**config.mk**
```make
export PLATFORM = sky130hd
export DESIGN_NAME = vend_credit_ctrl
export DESIGN_NICKNAME = d
export VERILOG_FILES = /design/src/rtl/vend_pkg.sv /design/src/rtl/vend_credit_ctrl_addsub.sv /design/src/rtl/vend_credit_ctrl.sv
export SDC_FILE = /design/constraint.sdc
export NUM_CORES = 1
export LEC_CHECK = 0
export BUFFER_PORTS_ARGS = -buffer_cell sky130_fd_sc_hd__buf_4
export CAP_MARGIN = 15
export CORE_MARGIN = 3
export CORE_UTILIZATION = 30
export CTS_BUF_LIST = sky130_fd_sc_hd__clkbuf_16
export DETAILED_ROUTE_END_ITERATION = 10
export GPL_ROUTABILITY_DRIVEN = 0
export PLACE_DENSITY = 0.54
export SYNTH_ARGS = -nofsm -noshare
export SYNTH_HDL_FRONTEND = slang
export SYNTH_HIERARCHICAL = 1
export SYNTH_SLANG_ARGS = --single-unit
```
**constraint.sdc**
```tcl
create_clock -name clk -period 3.06 [get_ports clk]
set_clock_uncertainty 0.05 [all_clocks]
set_input_delay 0.153 -clock clk [delete_from_list [all_inputs] [get_ports clk]]
set_output_delay 0.153 -clock clk [all_outputs]
set_load 0.005 [all_outputs]
```
**src/rtl/vend_pkg.sv**
```systemverilog
// Shared types and constants for the vending-machine credit controller.
// The optional auto-change behaviour is selected with the VEND_AUTO_CHANGE_EN macro.
package vend_pkg;

  localparam int WIDTH_DEFAULT = 5;

  localparam int COIN_1  = 1;
  localparam int COIN_5  = 5;
  localparam int COIN_10 = 10;

  typedef enum logic [2:0] {
    IDLE     = 3'd0,
    EXEC_ADD = 3'd1,
    EXEC_SUB = 3'd2,
    EXEC_REF = 3'd3,
    RESP     = 3'd4
  } vend_state_t;

  function automatic logic is_exec(vend_state_t s);
    return (s == EXEC_ADD) || (s == EXEC_SUB) || (s == EXEC_REF);
  endfunction

endpackage

```
**src/rtl/vend_credit_ctrl_addsub.sv**
```systemverilog
// Shared adder/subtractor: one carry chain computes a+b or a-b.
// carry_borrow is carry-out when adding and borrow (a < b) when subtracting.
module vend_credit_ctrl_addsub #(
  parameter int WIDTH = 5
) (
  input  logic [WIDTH-1:0] a,
  input  logic [WIDTH-1:0] b,
  input  logic             sub,
  output logic [WIDTH-1:0] result,
  output logic             carry_borrow
);

  logic [WIDTH:0] full_sum;
  logic [WIDTH-1:0] b_eff;

  // Subtraction is a + ~b + 1; the inverted carry-out is the borrow.
  assign b_eff = b ^ {WIDTH{sub}};
  assign full_sum = {1'b0, a} + {1'b0, b_eff} + {{WIDTH{1'b0}}, sub};
  assign result = full_sum[WIDTH-1:0];
  assign carry_borrow = sub ? ~full_sum[WIDTH] : full_sum[WIDTH];

endmodule

```
**src/rtl/vend_credit_ctrl.sv**
```systemverilog
// Credit controller: arbitrates coin/buy/refund, sequences one shared add/sub unit.
// Build option VEND_AUTO_CHANGE_EN returns remaining credit after each successful purchase.
//
// Handshake: every request is a level held by the requester; the controller samples
// it only in IDLE and answers with a one-cycle pulse in RESP. The requester drops
// its request on the clock edge that ends the pulse cycle; a request still high in
// the following IDLE cycle is a new request.
module vend_credit_ctrl
  import vend_pkg::*;
#(
  parameter int WIDTH = WIDTH_DEFAULT
) (
  input  logic             clk,
  input  logic             rst,
  input  logic             coin_req,
  input  logic [WIDTH-1:0] coin_val,
  input  logic             buy_req,
  input  logic [WIDTH-1:0] price,
  input  logic             refund_req,
  output logic             coin_ack,
  output logic             coin_reject,
  output logic             dispense,
  output logic             insufficient,
  output logic             change_valid,
  output logic [WIDTH-1:0] change_val,
  output logic [WIDTH-1:0] credit,
  output logic             busy
);

  vend_state_t      state;
  logic [WIDTH-1:0] op_b;
  logic [WIDTH-1:0] au_result;
  logic             au_cb;
  logic             au_sub;

  assign au_sub = (state == EXEC_SUB);

  vend_credit_ctrl_addsub #(
    .WIDTH(WIDTH)
  ) u_addsub (
    .a           (credit),
    .b           (op_b),
    .sub         (au_sub),
    .result      (au_result),
    .carry_borrow(au_cb)
  );

`ifdef VEND_AUTO_CHANGE_EN
  // Remembers a successful purchase across EXEC_REF so dispense lands in RESP.
  logic dispense_pend;
`endif

  always_ff @(posedge clk) begin
    if (rst) begin
      state        <= IDLE;
      op_b         <= '0;
      credit       <= '0;
      change_val   <= '0;
      coin_ack     <= 1'b0;
      coin_reject  <= 1'b0;
      dispense     <= 1'b0;
      insufficient <= 1'b0;
      change_valid <= 1'b0;
      busy         <= 1'b0;
`ifdef VEND_AUTO_CHANGE_EN
      dispense_pend <= 1'b0;
`endif
    end else begin
      // Pulses default low; EXEC states set them so they are high only in RESP.
      coin_ack     <= 1'b0;
      coin_reject  <= 1'b0;
      dispense     <= 1'b0;
      insufficient <= 1'b0;
      change_valid <= 1'b0;

      case (state)
        IDLE: begin
          if (refund_req) begin
            state <= EXEC_REF;
            busy  <= 1'b1;
          end else if (buy_req) begin
            op_b  <= price;
            state <= EXEC_SUB;
            busy  <= 1'b1;
          end else if (coin_req) begin
            op_b  <= coin_val;
            state <= EXEC_ADD;
            busy  <= 1'b1;
          end
        end

        EXEC_ADD: begin
          if (!au_cb) begin
            credit   <= au_result;
            coin_ack <= 1'b1;
          end else begin
            coin_reject <= 1'b1;
          end
          state <= RESP;
        end

        EXEC_SUB: begin
          if (!au_cb) begin
            credit <= au_result;
`ifdef VEND_AUTO_CHANGE_EN
            dispense_pend <= 1'b1;
            state         <= EXEC_REF;
`else
            dispense <= 1'b1;
            state    <= RESP;
`endif
          end else begin
            insufficient <= 1'b1;
            state        <= RESP;
          end
        end

        EXEC_REF: begin
          change_val   <= credit;
          change_valid <= 1'b1;
          credit       <= '0;
`ifdef VEND_AUTO_CHANGE_EN
          dispense      <= dispense_pend;
          dispense_pend <= 1'b0;
`endif
          state <= RESP;
        end

        RESP: begin
          state <= IDLE;
          busy  <= 1'b0;
        end

        default: begin
          state <= IDLE;
          busy  <= 1'b0;
        end
      endcase
    end
  end

endmodule

```
After elaboration in Yosys (flattened, before gate mapping)
Index checks and enable logic that the tools add are counted.

cells by class
  add/subtract/negate cells = 2
  eq/ne operators = 5
  multiplexer cells = 16
  bitwise gates (word level) = 6
  reduce and logical (&&, ||, !) cells = 10

operators by type and width
  cell                                                  count
  two-way mux 5 bit                                     3
  one-hot mux 5 bit (2 select lines)                    1
  two-way mux 3 bit                                     3
  two-way mux 1 bit                                     7
  adder 5 x 5 -> 6 bit                                  1
  adder 6 x 1 -> 6 bit                                  1
  equality test 3 x 2 -> 1 bit (second input constant)  2
  one-hot mux 3 bit (2 select lines)                    1
  OR reduction 2 bit                                    3
  inverter 1 bit                                        5
  XOR 5 bit                                             1
  inequality test 4 bit (second input constant)         1
  AND reduction 2 bit                                   2
  nonzero test 2 bit                                    2
  equality test 3 x 1 -> 1 bit (second input constant)  1
  logical NOT 3 bit                                     1
  AND reduction 3 bit                                   1
  OR reduction 3 bit                                    1
  inequality test 2 bit (second input constant)         1
  one-hot mux 1 bit (2 select lines)                    1

word-level totals
  bits in registers = 24
  input bits = 15
  output and inout bits = 16
  word-level logic and storage cells = 49

Logic depth before layout (Yosys ltp)
Gate-level depths: netlist of run 1.

  word-level depth = 8
  mapped depth = 12
  mapped depth without buffers = 9

Cells and area by module
Netlist of run 1, hierarchy kept.

modules (own cells, without submodules)
  module                   instances  cells an instance  area an instance (um^2)  seq. area each (um^2)
  vend_credit_ctrl         1          104                962.2                    480.5
  vend_credit_ctrl_addsub  1          31                 257.7                    0.0

Worst setup path after synthesis of run 1
No wires, ideal clock.

  path type = reg2reg
  start point = register state[1]
  end point = register credit[0]
  setup time = 0.132 ns
  arrival time = 2.424 ns
  data required time = 2.878 ns
  path slack = 0.454 ns
  stages on the path, launching flop included = 12
  buffers on the path = 3
  path through = dfxtp_1 clkbuf_1 nor3b_1 buf_6 xor2_1 ha_1 a21oi_1 o22a_1 a211oi_2 clkbuf_1 o311ai_0 a21oi_1

between the ends
  cells in the longest elaborated chain, start to end = 8
  elaborated cells on any way between the ends = 14

ends and longest elaborated chain
  element                            line                           text
  start, declared                    vend_credit_ctrl.sv:30         vend_state_t state;
  start signal, assigned             vend_credit_ctrl.sv:55         state <= IDLE;
  start signal, assigned             vend_credit_ctrl.sv:79         state <= EXEC_REF;
  start signal, assigned             vend_credit_ctrl.sv:83         state <= EXEC_SUB;
  equality test 3 x 2 -> 1 bit *     vend_credit_ctrl.sv:36         assign au_sub = (state == EXEC_SUB);
  net au_sub                         vend_credit_ctrl.sv:34         logic au_sub;
  XOR 5 bit                          vend_credit_ctrl_addsub.sv:17  assign b_eff = b ^ {WIDTH{sub}};
  adder 5 x 5 -> 6 bit               vend_credit_ctrl_addsub.sv:18  assign full_sum = {1'b0, a} + {1'b0, b_eff} + {{WIDTH{1'b0}}, sub};
  adder 6 x 1 -> 6 bit               vend_credit_ctrl_addsub.sv:18
  inverter 1 bit                     vend_credit_ctrl_addsub.sv:20  assign carry_borrow = sub ? ~full_sum[WIDTH] : full_sum[WIDTH];
  two-way mux 1 bit *                vend_credit_ctrl_addsub.sv:20
  net au_cb                          vend_credit_ctrl.sv:33         logic au_cb;
  inequality test 2 bit (no line) *  n/a
  AND reduction 2 bit (no line) *    n/a
  end signal, assigned               vend_credit_ctrl.sv:94         credit <= au_result;
  end signal, assigned               vend_credit_ctrl.sv:104        credit <= au_result;
  end, declared                      vend_credit_ctrl.sv:26         output logic [WIDTH-1:0] credit,

The timed path passes the listed nets; every way through them passes the cells marked *. The select of a mux whose other input is x is not followed.
A chain may end at the register's enable or synchronous reset.

Worst setup path in the final report of run 1
  start point = register state[1]
  end point = register credit[2]

The elaborated chain is that of the path after synthesis.

==> results of run 1 <==
-- stage by stage --
| stage | area [sq um] | hold WS, ns | utilization (%) |
|---|---|---|---|
| floorplan | 1220 | 0.220 | - |
| global placement | 1470 | 0.339 | 38.6 |
| detailed placement | 1470 | 0.342 | 38.6 |
| CTS | 1570 | 0.0739 | 41.4 |
| global route | 1580 | 0.100 | 41.6 |
| finish | 1580 | 0.0742 | 41.6 |
-- layout by cell type (no fill, tap or decap), types with 4 or more instances in the layout --
cell type	synthesis	layout
nor2_1	14	14
a21oi_1	15	15
o21ai_0	5	5
xor2_1	8	8
or3_1	6	6
mux2i_1	10	10
nor3_1	4	4
buf_4	0	32
dfxtp_1	24	24
o311ai_0	5	5
nand3_1	6	6
ha_1	4	4
-- timing repair --
action / in CTS / in global routing
hold endpoints to repair: 0 / 0
gates resized for setup: 0 / 1
hold buffers: 0 / 0
setup endpoints to repair: 0 / 5
-- power breakdown --
group	internal [mW]	total, mW	switching, mW
Sequential	0.335	0.362	0.0264
Combinational	0.0965	0.205	0.109
Clock	0.260	0.368	0.108
-- state kept, by name, summed over array words and instances (netlist names), 3 cells and up --
name,cells
change_val,5
credit,5
op_b,5
state,3
-- cells in the mapped netlist, types with 3 or more instances --
master	count	share of area (%)
mux2i_1	10	8.2
nor3_1	4	1.6
o311ai_0	5	3.6
a21oi_1	15	6.2
clkbuf_1	7	2.2
or3_1	6	3.1
ha_1	4	4.1
nand2_1	3	0.92
dfxtp_1	24	39
o21ai_0	5	2.1
nand3_1	6	2.5
nor2_1	14	4.3
inv_1	3	0.92
xor2_1	8	5.7
-- cells by family after synthesis --
group                      share of synthesized area [%]
AOI/OAI and AO/OA                                   15.1
xor gates and xnor gates                            7.18
adders and majority gates                           5.74
buffers and inverters                               5.33
DFF                                                 39.4
muxes                                               9.33
and+or+nand+nor                                     18.0
-- final timing paths --
kind,slack [ns],end,start,depth (start not counted)
worst min register to register,0.43,op_b[4],op_b[4],2
worst max register to register,0.31,credit[2],state[1],9
worst max-delay path,0.31,credit[2],state[1],9
worst min-delay path,0.07,state[0],refund_req,3
-- layout make-up --
| cell class | instances | share of cell area [%] |
|---|---|---|
| repair buffers | 32 | 15.2 |
| well taps | 48 | 3.80 |
| inverters | 3 | 0.713 |
| clock buffers | 3 | 4.75 |
| multi-input cells | 98 | 43.2 |
| flip-flops and latches | 24 | 30.4 |
| clock inverters | 1 | 1.90 |
-- layer usage --
layer | vias to the layer above | track usage, %
li1 | 536 | -
met3 | 9 | 3.19
met4 | 0 | 6.60
met2 | 31 | 19.0
met5 | - | 0
met1 | 457 | 12.4
-- worst max-delay path: stages (launching register included) --
cell,delay (ns)
dfxtp_1,0.52
nor3b_1,0.23
buf_4,0.19
xor2_1,0.16
ha_1,0.30
a21oi_1,0.28
o22a_1,0.24
a211oi_4,0.10
o311ai_0,0.43
a21oi_1,0.13
==> key figures, run 1 <==
STA
  – Worst-margin pin slew: 0.552 ns
  – Worst setup margin: 0.307 ns
  – Final-report setup violation count: 0
  – Tmin final: 2.75 ns
  – Slew HR: 63.1%
  – Slew Limit Fails: 0
  – Setup_tns: 0 ns
  – Fin crit share: 90.0%
  – Fin. Hold Viols: 0
  – Fmax: 0.363 GHz

Logic synthesis
  – Synth Net Count: 155
  – Syn. warnings: 6
  – Seq/Total Area, Yosys: 39.4%
  – Avg Inst Size Synth: 9.04 sq um
  – Seq cells post-synth: 24
  – EDFF count, synth: 0
  – Mapped cell area: 0.00122 sq mm
  – Synth Flop Type: dfxtp_1
  – Unique masters post-synth: 33
  – Synthesized instance count: 135
  – Async set or reset register ratio after synthesis: 0%

Clock network
  – CTS Sinks: 24
  – Clk buf depth: 2
  – CTS clock-pin slew for the worst setup and hold paths: 0.06 ns
  – CTS tree: yes
  – Total CTS buffers: 3
  – Postcts setup bufs: 0
  – H-tree levels: 1
  – Clock Latency Late Sink: 0.26 ns
  – Clock Tree Root: clkbuf_16

Place
  – Dpl ws: 0.233 ns
  – Placed insts: 205
  – Port Buffers: 30
  – DPL Wire Length: 2010 microns

Worst setup path
  – Critical path required time: 3.14 ns
  – Crit-path max FO: 11
  – Kind of end point of the critical path: register
  – Crit path DAT: 2.83 ns
  – CP Launch Type: register
  – Worst Path Class, Setup: register to register

Routing
  – Met1 WL: 1160 microns
  – Final ANT Viol Nets: 0
  – DR vias/cell: 4.94
  – Detailed-route wire length per cell: 12.7 microns
  – Drc violations: 0
  – TritonRoute pass-1 iters: 4
  – Met2 wire length: 1250 microns
  – Met3 WL post-DR: 161 microns
  – Vias: 1033
  – Top layer in use: met4
  – Routed WL: 2660 microns
  – Initial drt markers: 25

Global route
  – Initial antenna violation count: 0
  – First-pass GRT wire length: 4430 microns
  – GRT Util Overall: 11.2%
  – Grt ovf: 0
  – Vias in the first global route: 1007
  – Pin count of the biggest net entering global routing: 21

Finish
  – Final std cells w/o fill: 209
  – Multi-input logic area: 682 sq um
  – Reg area: 480 sq um
  – Number of fill cells: 391
  – Diodes inserted: 0
  – Final net count: 182
  – Synth-to-layout area growth: 29.4%
  – Layout cell share with drive strength beyond 1: 23.6%

Power
  – Tot Pwr: 935 uW
  – Static Leakage: 0.734 nW
  – PD cells: 592 mW/mm^2
  – Peak supply drop: 0.214 mV

Die
  – CORE AREA: 0.00380 sq mm
  – Die width: 69.8 microns
  – Die area: 0.00487 sq mm
  – # rows: 22
  – Chip height: 69.8 microns
  – Initial Utilization: 32.1%
  – IO Count: 31

Min path
  – Min-delay worst type: primary input to register

Flow run
  – Max-cap viol count: 0

Outcome
  – Outcome: finished, final reports clean
No activity file was read; power rests on OpenSTA's default activity.
==> run 2: changes to the inputs <==
Settings changed: SETUP_SLACK_MARGIN from default to 0.4.
==> run 2 against run 1 <==
Total power grew 3.5%. Largest cell class unchanged. Hold slack gained 0.0040 ns. Cell area is 5.5% higher. Maximum frequency grew 8.4%. Clock-buffer cell count did not move. Sequential cell count is the same. Core utilization grew 2.3 points.
==> key figures, run 2 (synthesis gave the netlist of run 1 again) <==
Clock network
  – CTS tree: yes
  – Clk buf depth: 2 (unchanged)
  – Hold buffers post-CTS: 0 (unchanged)
  – Total CTS buffers: 3 (unchanged)
  – Clock Tree Root: clkbuf_16
  – CTS Sinks: 24 (unchanged)
  – Clock Latency Late Sink: 0.26 ns (about the same)
  – CTS clock-pin slew for the worst setup and hold paths: 0.06 ns (about the same)
  – H-tree levels: 1 (unchanged)

Global route
  – Vias in the first global route: 1016 (+0.89%)
  – Grt ovf: 0 (unchanged)
  – Initial antenna violation count: 0 (unchanged)
  – GRT Util Overall: 11.4% (+0.18 points)
  – Pin count of the biggest net entering global routing: 21 (unchanged)
  – First-pass GRT wire length: 4490 microns (+1.4%)

Power
  – NetSw: 255 uW (+4.8%)
  – Peak supply drop: 0.215 mV (+0.51%)
  – Sw Ratio: 26.4% (+0.34 points)
  – Static Leakage: 0.779 nW (+6.1%)
  – PD cells: 581 mW/mm^2 (-2.0%)
  – Sequential cell fraction of total power: 37.3% (-1.4 points)
  – Combinational Power Share: 24.8% (+2.8 points)
  – Clk pwr share: 37.9% (-1.5 points)
  – Int Power: 713 uW (+3.0%)

Routing
  – DR vias/cell: 5.04 (+1.9%)
  – Initial drt markers: 28 (+12%)
  – Vias: 1088 (+5.3%)
  – Detailed-route wire length per cell: 13.1 microns (+2.8%)
  – Drc violations: 0 (unchanged)
  – Routed WL: 2830 microns (+6.2%)
  – Final ANT Viol Nets: 0 (unchanged)
  – TritonRoute pass-1 iters: 4 (unchanged)

Place
  – DPL Wire Length: 2010 microns (unchanged)
  – Placed insts: 205 (unchanged)
  – Port Buffers: 30 (unchanged)
  – DP Area: 0.00147 sq mm (unchanged)

Worst setup path
  – CP Launch Type: register
  – Reg2reg setup slack: 0.52 ns (+0.21 ns)
  – Crit path DAT: 2.67 ns (-0.16 ns)
  – Crit-path max FO: 7 (-4)
  – Worst R2R Start: state[1]
  – Critical path required time: 3.19 ns (+0.05 ns)
  – Kind of end point of the critical path: register
  – Worst Path Class, Setup: register to register
  – Worst R2R Path Depth: 10 (+1)
  – Worst R2R End: credit[4]

Finish
  – Commonest non-fill, non-tap cell in the layout: buf_4
  – Core Util, Final: 43.9% (+2.3 points)
  – Post-route cell area: 0.00167 sq mm (+5.5%)
  – Final net count: 189 (+3.8%)
  – Final std cells w/o fill: 216 (+3.3%)
  – Most frequent cells in the layout: buf_4 (37), dfxtp_1 (22), a21oi_1 (14), nor2_1 (13), mux2i_1 (10)
  – Layout cell share with drive strength beyond 1: 31.0% (+7.3 points)
  – Synth-to-layout area growth: 36.6%
  – Largest regs: change_val: 5 flops, credit: 5 flops, op_b: 5 flops
  – Diodes inserted: 0 (unchanged)

STA
  – Worst-margin pin slew: 0.564 ns (+0.0117 ns)
  – Tmin final: 2.54 ns (-0.213 ns)
  – Fin. Hold Viols: 0 (unchanged)
  – Fin crit share: 83.0% (-7.0 points)
  – Final-report setup violation count: 0 (unchanged)
  – RSZ-0062 raised after global routing: false
  – Fmax: 0.394 GHz (+8.4%)
  – Setup_tns: 0 ns (unchanged)
  – Slew HR: 62.3% (-0.78 points)
  – Slew Limit Fails: 0 (unchanged)

Die
  – Die width: 69.8 microns (unchanged)
  – Chip height: 69.8 microns (unchanged)
  – CORE AREA: 0.00380 sq mm (unchanged)
  – IO Count: 31 (unchanged)
  – Initial Utilization: 32.1% (unchanged)
  – # rows: 22 (unchanged)
  – Die area: 0.00487 sq mm (unchanged)

Min path
  – Hold Crit Endpoint: state[0]
  – Min-delay worst type: primary input to register
  – Min-delay src: refund_req
  – Worst hold path depth: 3 (unchanged)

Flow run
  – Max-cap viol count: 0 (unchanged)

Outcome
  – Outcome: finished, final reports clean
## run 2: through the flow
| stage | setup WS [ns] | total power [mW] | hold WS, ns |
|---|---|---|---|
| floorplan | 0.454 | 0.507 | 0.220 |
| global placement | 0.377 | 0.565 | 0.339 |
| detailed placement | 0.233 | 0.572 | 0.342 |
| CTS | 0.412 | 0.944 | 0.0739 |
| global route | 0.429 | 1.02 | 0.100 |
| finish | 0.520 | 0.968 | 0.0782 |
## run 2: layout make-up
type / instances / area [sq um]
fill: 381 / 2130
multi-input combinational: 98 / 711
sequential: 24 / 485
timing repair buffer: 39 / 294
clock buffer: 3 / 75.1
tap: 48 / 60.1
clock inverter: 1 / 30.0
inverter: 3 / 11.3
## run 2: metal layers
layer	global-route usage [%]	vias up	wire, microns
met4	6.60	0	78
met5	0	-	0
met1	12.4	493	1240
li1	-	549	-
met3	3.19	8	174
met2	19.6	38	1340
## run 2: critical path, cell delays in order, from the launching register on
cell	delay, ns
dfxtp_4	0.35
nor3b_2	0.15
buf_4	0.17
xor2_1	0.17
ha_1	0.39
nand4_1	0.17
o22a_1	0.23
a211oi_4	0.28
buf_2	0.20
o311ai_0	0.13
a21oi_1	0.19
## run 2: worst max-delay path by stage
stage	slack (ns)	from	endpoint
final	0.52	state[1]	credit[4]
after detailed placement	0.23	state[1]	credit[3]
after CTS	0.41	state[1]	credit[2]
after floorplan	0.45	state[1]	credit[0]
after global routing	0.43	state[0]	credit[4]
after global placement	0.38	state[1]	credit[3]
## run 2: power by group through the flow
stage | Combinational [mW] | Sequential [mW] | Clock (mW)
finish | 0.240 | 0.361 | 0.367
global route | 0.266 | 0.365 | 0.387
CTS | 0.206 | 0.363 | 0.375
detailed placement | 0.202 | 0.370 | 0
global placement | 0.197 | 0.368 | 0
floorplan | 0.149 | 0.358 | 0
## run 2: repair_timing
item | in CTS | in global routing
cloned | 0 | 0
pin swaps | 0 | 5
resized for setup | 2 | 11
setup endpoints to repair | 6 | 6
buffers inserted | 0 | 7
==> run 3: changes to the inputs <==
Clock period 3.06 ns to 2.6 ns, I/O delays scaled along.
==> run 3 against run 2 <==
Hold slack got worse by 0.025 ns. Total power up 22%. Non-clock buffer count rose by 2. Largest power group unchanged. Worst setup slack got worse by 0.22 ns. Critical path type unchanged.
==> key figures, run 3 (synthesis gave the netlist of run 1 again) <==
Power
  – Clk pwr share: 37.1% (-0.8 points)
  – Peak supply drop: 0.370 mV (+72%)
  – Sw Ratio: 27.4% (+1.0 points)
  – Static Leakage: 0.793 nW (+1.7%)
  – Combinational Power Share: 27.2% (+2.4 points)
  – Tot Pwr: 1.18 mW (+22%)
  – Int Power: 859 uW (+20%)
  – PD cells: 690 mW/mm^2 (+19%)
  – Sequential cell fraction of total power: 35.7% (-1.6 points)
  – NetSw: 324 uW (+27%)

Place
  – DPL Wire Length: 2030 microns (+0.92%)
  – Dpl ws: 0.180 ns (-0.0534 ns)
  – Port Buffers: 30 (unchanged)

Min path
  – Min-delay worst type: primary input to register

Worst setup path
  – Critical Path Sink: credit[0]
  – Kind of end point of the critical path: register
  – Critical path required time: 2.69 ns (-0.50 ns)
  – Worst Path Class, Setup: register to register
  – Worst setup path start: state[2]
  – CP Launch Type: register
  – Crit path DAT: 2.39 ns (-0.28 ns)
  – Worst R2R Start: state[2]
  – Reg2reg setup slack: 0.30 ns (-0.22 ns)
  – Worst R2R Path Depth: 10 (unchanged)
  – Crit-path max FO: 7 (unchanged)
  – Worst R2R End: credit[0]

Routing
  – Routed WL: 2930 microns (+3.5%)
  – TritonRoute pass-1 iters: 4 (unchanged)
  – Vias: 1070 (-1.7%)
  – Drc violations: 0 (unchanged)
  – Final ANT Viol Nets: 0 (unchanged)
  – Initial drt markers: 35 (+25%)
  – Detailed-route wire length per cell: 13.4 microns (+2.6%)
  – DR vias/cell: 4.91 (-2.6%)

STA
  – Slew Limit Fails: 0 (unchanged)
  – Worst setup margin: 0.303 ns (-0.218 ns)
  – Setup_tns: 0 ns (unchanged)
  – Tmin final: 2.30 ns (-0.242 ns)
  – RSZ-0062 raised after global routing: true
  – Fin. Hold Viols: 0 (unchanged)
  – Final-report setup violation count: 0 (unchanged)
  – Fmax: 0.435 GHz (+11%)
  – Worst-margin pin slew: 0.711 ns (+0.147 ns)
  – Fin crit share: 88.4% (+5.4 points)
  – Slew HR: 52.5% (-9.8 points)

Clock network
  – CTS tree: yes
  – CTS Sinks: 24 (unchanged)
  – Clock Latency Late Sink: 0.26 ns (about the same)
  – Clock Tree Root: clkbuf_16
  – H-tree levels: 1 (unchanged)
  – CTS clock-pin slew for the worst setup and hold paths: 0.06 ns (about the same)
  – Total CTS buffers: 3 (unchanged)
  – Clk buf depth: 2 (unchanged)

Finish
  – Layout cell share with drive strength beyond 1: 33.5% (+2.6 points)
  – Synth-to-layout area growth: 40.4%
  – Number of fill cells: 360 (-5.5%)
  – Final net count: 191 (+1.1%)
  – Diodes inserted: 0 (unchanged)
  – Largest regs: change_val: 5 flops, credit: 5 flops, op_b: 5 flops
  – Commonest non-fill, non-tap cell in the layout: buf_4
  – Multi-input logic area: 741 sq um (+4.2%)
  – Most frequent cells in the layout: buf_4 (39), dfxtp_1 (21), a21oi_1 (14), nor2_1 (13), mux2i_1 (10)
  – Reg area: 487 sq um (+0.26%)

Global route
  – First-pass GRT wire length: 4860 microns (+8.1%)
  – Vias in the first global route: 1029 (+1.3%)
  – Initial antenna violation count: 0 (unchanged)
  – Grt ovf: 0 (unchanged)
  – Pin count of the biggest net entering global routing: 21 (unchanged)
  – GRT Util Overall: 12.4% (+0.98 points)

Flow run
  – Max-cap viol count: 0 (unchanged)

Die
  – CORE AREA: 0.00380 sq mm (unchanged)
  – # rows: 22 (unchanged)
  – Die area: 0.00487 sq mm (unchanged)
  – IO Count: 31 (unchanged)
  – Initial Utilization: 32.1% (unchanged)
  – Chip height: 69.8 microns (unchanged)
  – Die width: 69.8 microns (unchanged)

Outcome
  – Outcome: finished, final reports clean
==> run 3: cell count changes in the layout (fill, tap and decap cells not counted), moves of 2 or more <==
cell      before  now
buf_4         37   39
o311ai_0       5    0
o311ai_1       0    3
o311ai_4       0    2
==> run 3: metal layers <==
metal | track usage [%] | share of wire [%] | routed length [microns]
met5 | 0 | 0 | 0
met4 | 5.74 | 1.7 | 49
met3 | 2.32 | 4.5 | 131
met2 | 21.5 | 50 | 1450
met1 | 14.6 | 44 | 1290
==> run 3: repair_timing <==
item / in CTS / in global routing
gates resized for setup: 5 / 4
hold buffers: 0 / 0
setup endpoints to repair: 9 / 9
pin swaps: 9 / 5
buffers inserted: 6 / 0
gates cloned: 1 / 0
==> run 3: metrics by stage <==
stage                     area, sq um  hold slack (ns)  cells  utilization, %
after floorplan                  1280            0.197    135               -
after global placement           1510            0.321    207            39.7
after detailed placement         1510            0.323    207            39.7
after CTS                        1690           0.0537    218            44.5
after global routing             1710           0.0805    218            45.1
final                            1710           0.0537    218            45.1
==> run 3: critical path: stages (launching register included) <==
cell and delay, ns:
dfxtp_4 0.34, nor3b_2 0.17, buf_6 0.17, xor2_1 0.16
ha_1 0.31, a21oi_1 0.19, and2_1 0.16, a211oi_2 0.07
buf_4 0.17, o311ai_4 0.28, a21oi_1 0.10
==> run 3: cell type report <==
| class | count | area share, % |
|---|---|---|
| multi-input combinational | 98 | 43.2 |
| sequential | 24 | 28.4 |
| timing repair buffer | 41 | 18.0 |
| clock buffer | 3 | 4.38 |
| tap | 48 | 3.51 |
| clock inverter | 1 | 1.75 |
| inverter | 3 | 0.657 |
==> run 3: how the worst min path moves through the flow <==
stage	start	endpoint	slack, ns	cells past startpoint
after floorplan	refund_req	state[0]	0.20	2
final	refund_req	state[0]	0.05	3
after detailed placement	refund_req	state[0]	0.32	3
after CTS	refund_req	state[0]	0.05	3
after global placement	refund_req	state[0]	0.32	3
after global routing	refund_req	state[0]	0.08	3
==> run 3: power by group through the flow <==
| stage | Sequential, mW | Clock [mW] | Combinational [mW] |
|---|---|---|---|
| floorplan | 0.423 | 0 | 0.199 |
| global placement | 0.435 | 0 | 0.252 |
| global route | 0.425 | 0.460 | 0.359 |
| detailed placement | 0.434 | 0 | 0.257 |
| finish | 0.422 | 0.439 | 0.322 |
| CTS | 0.421 | 0.449 | 0.311 |
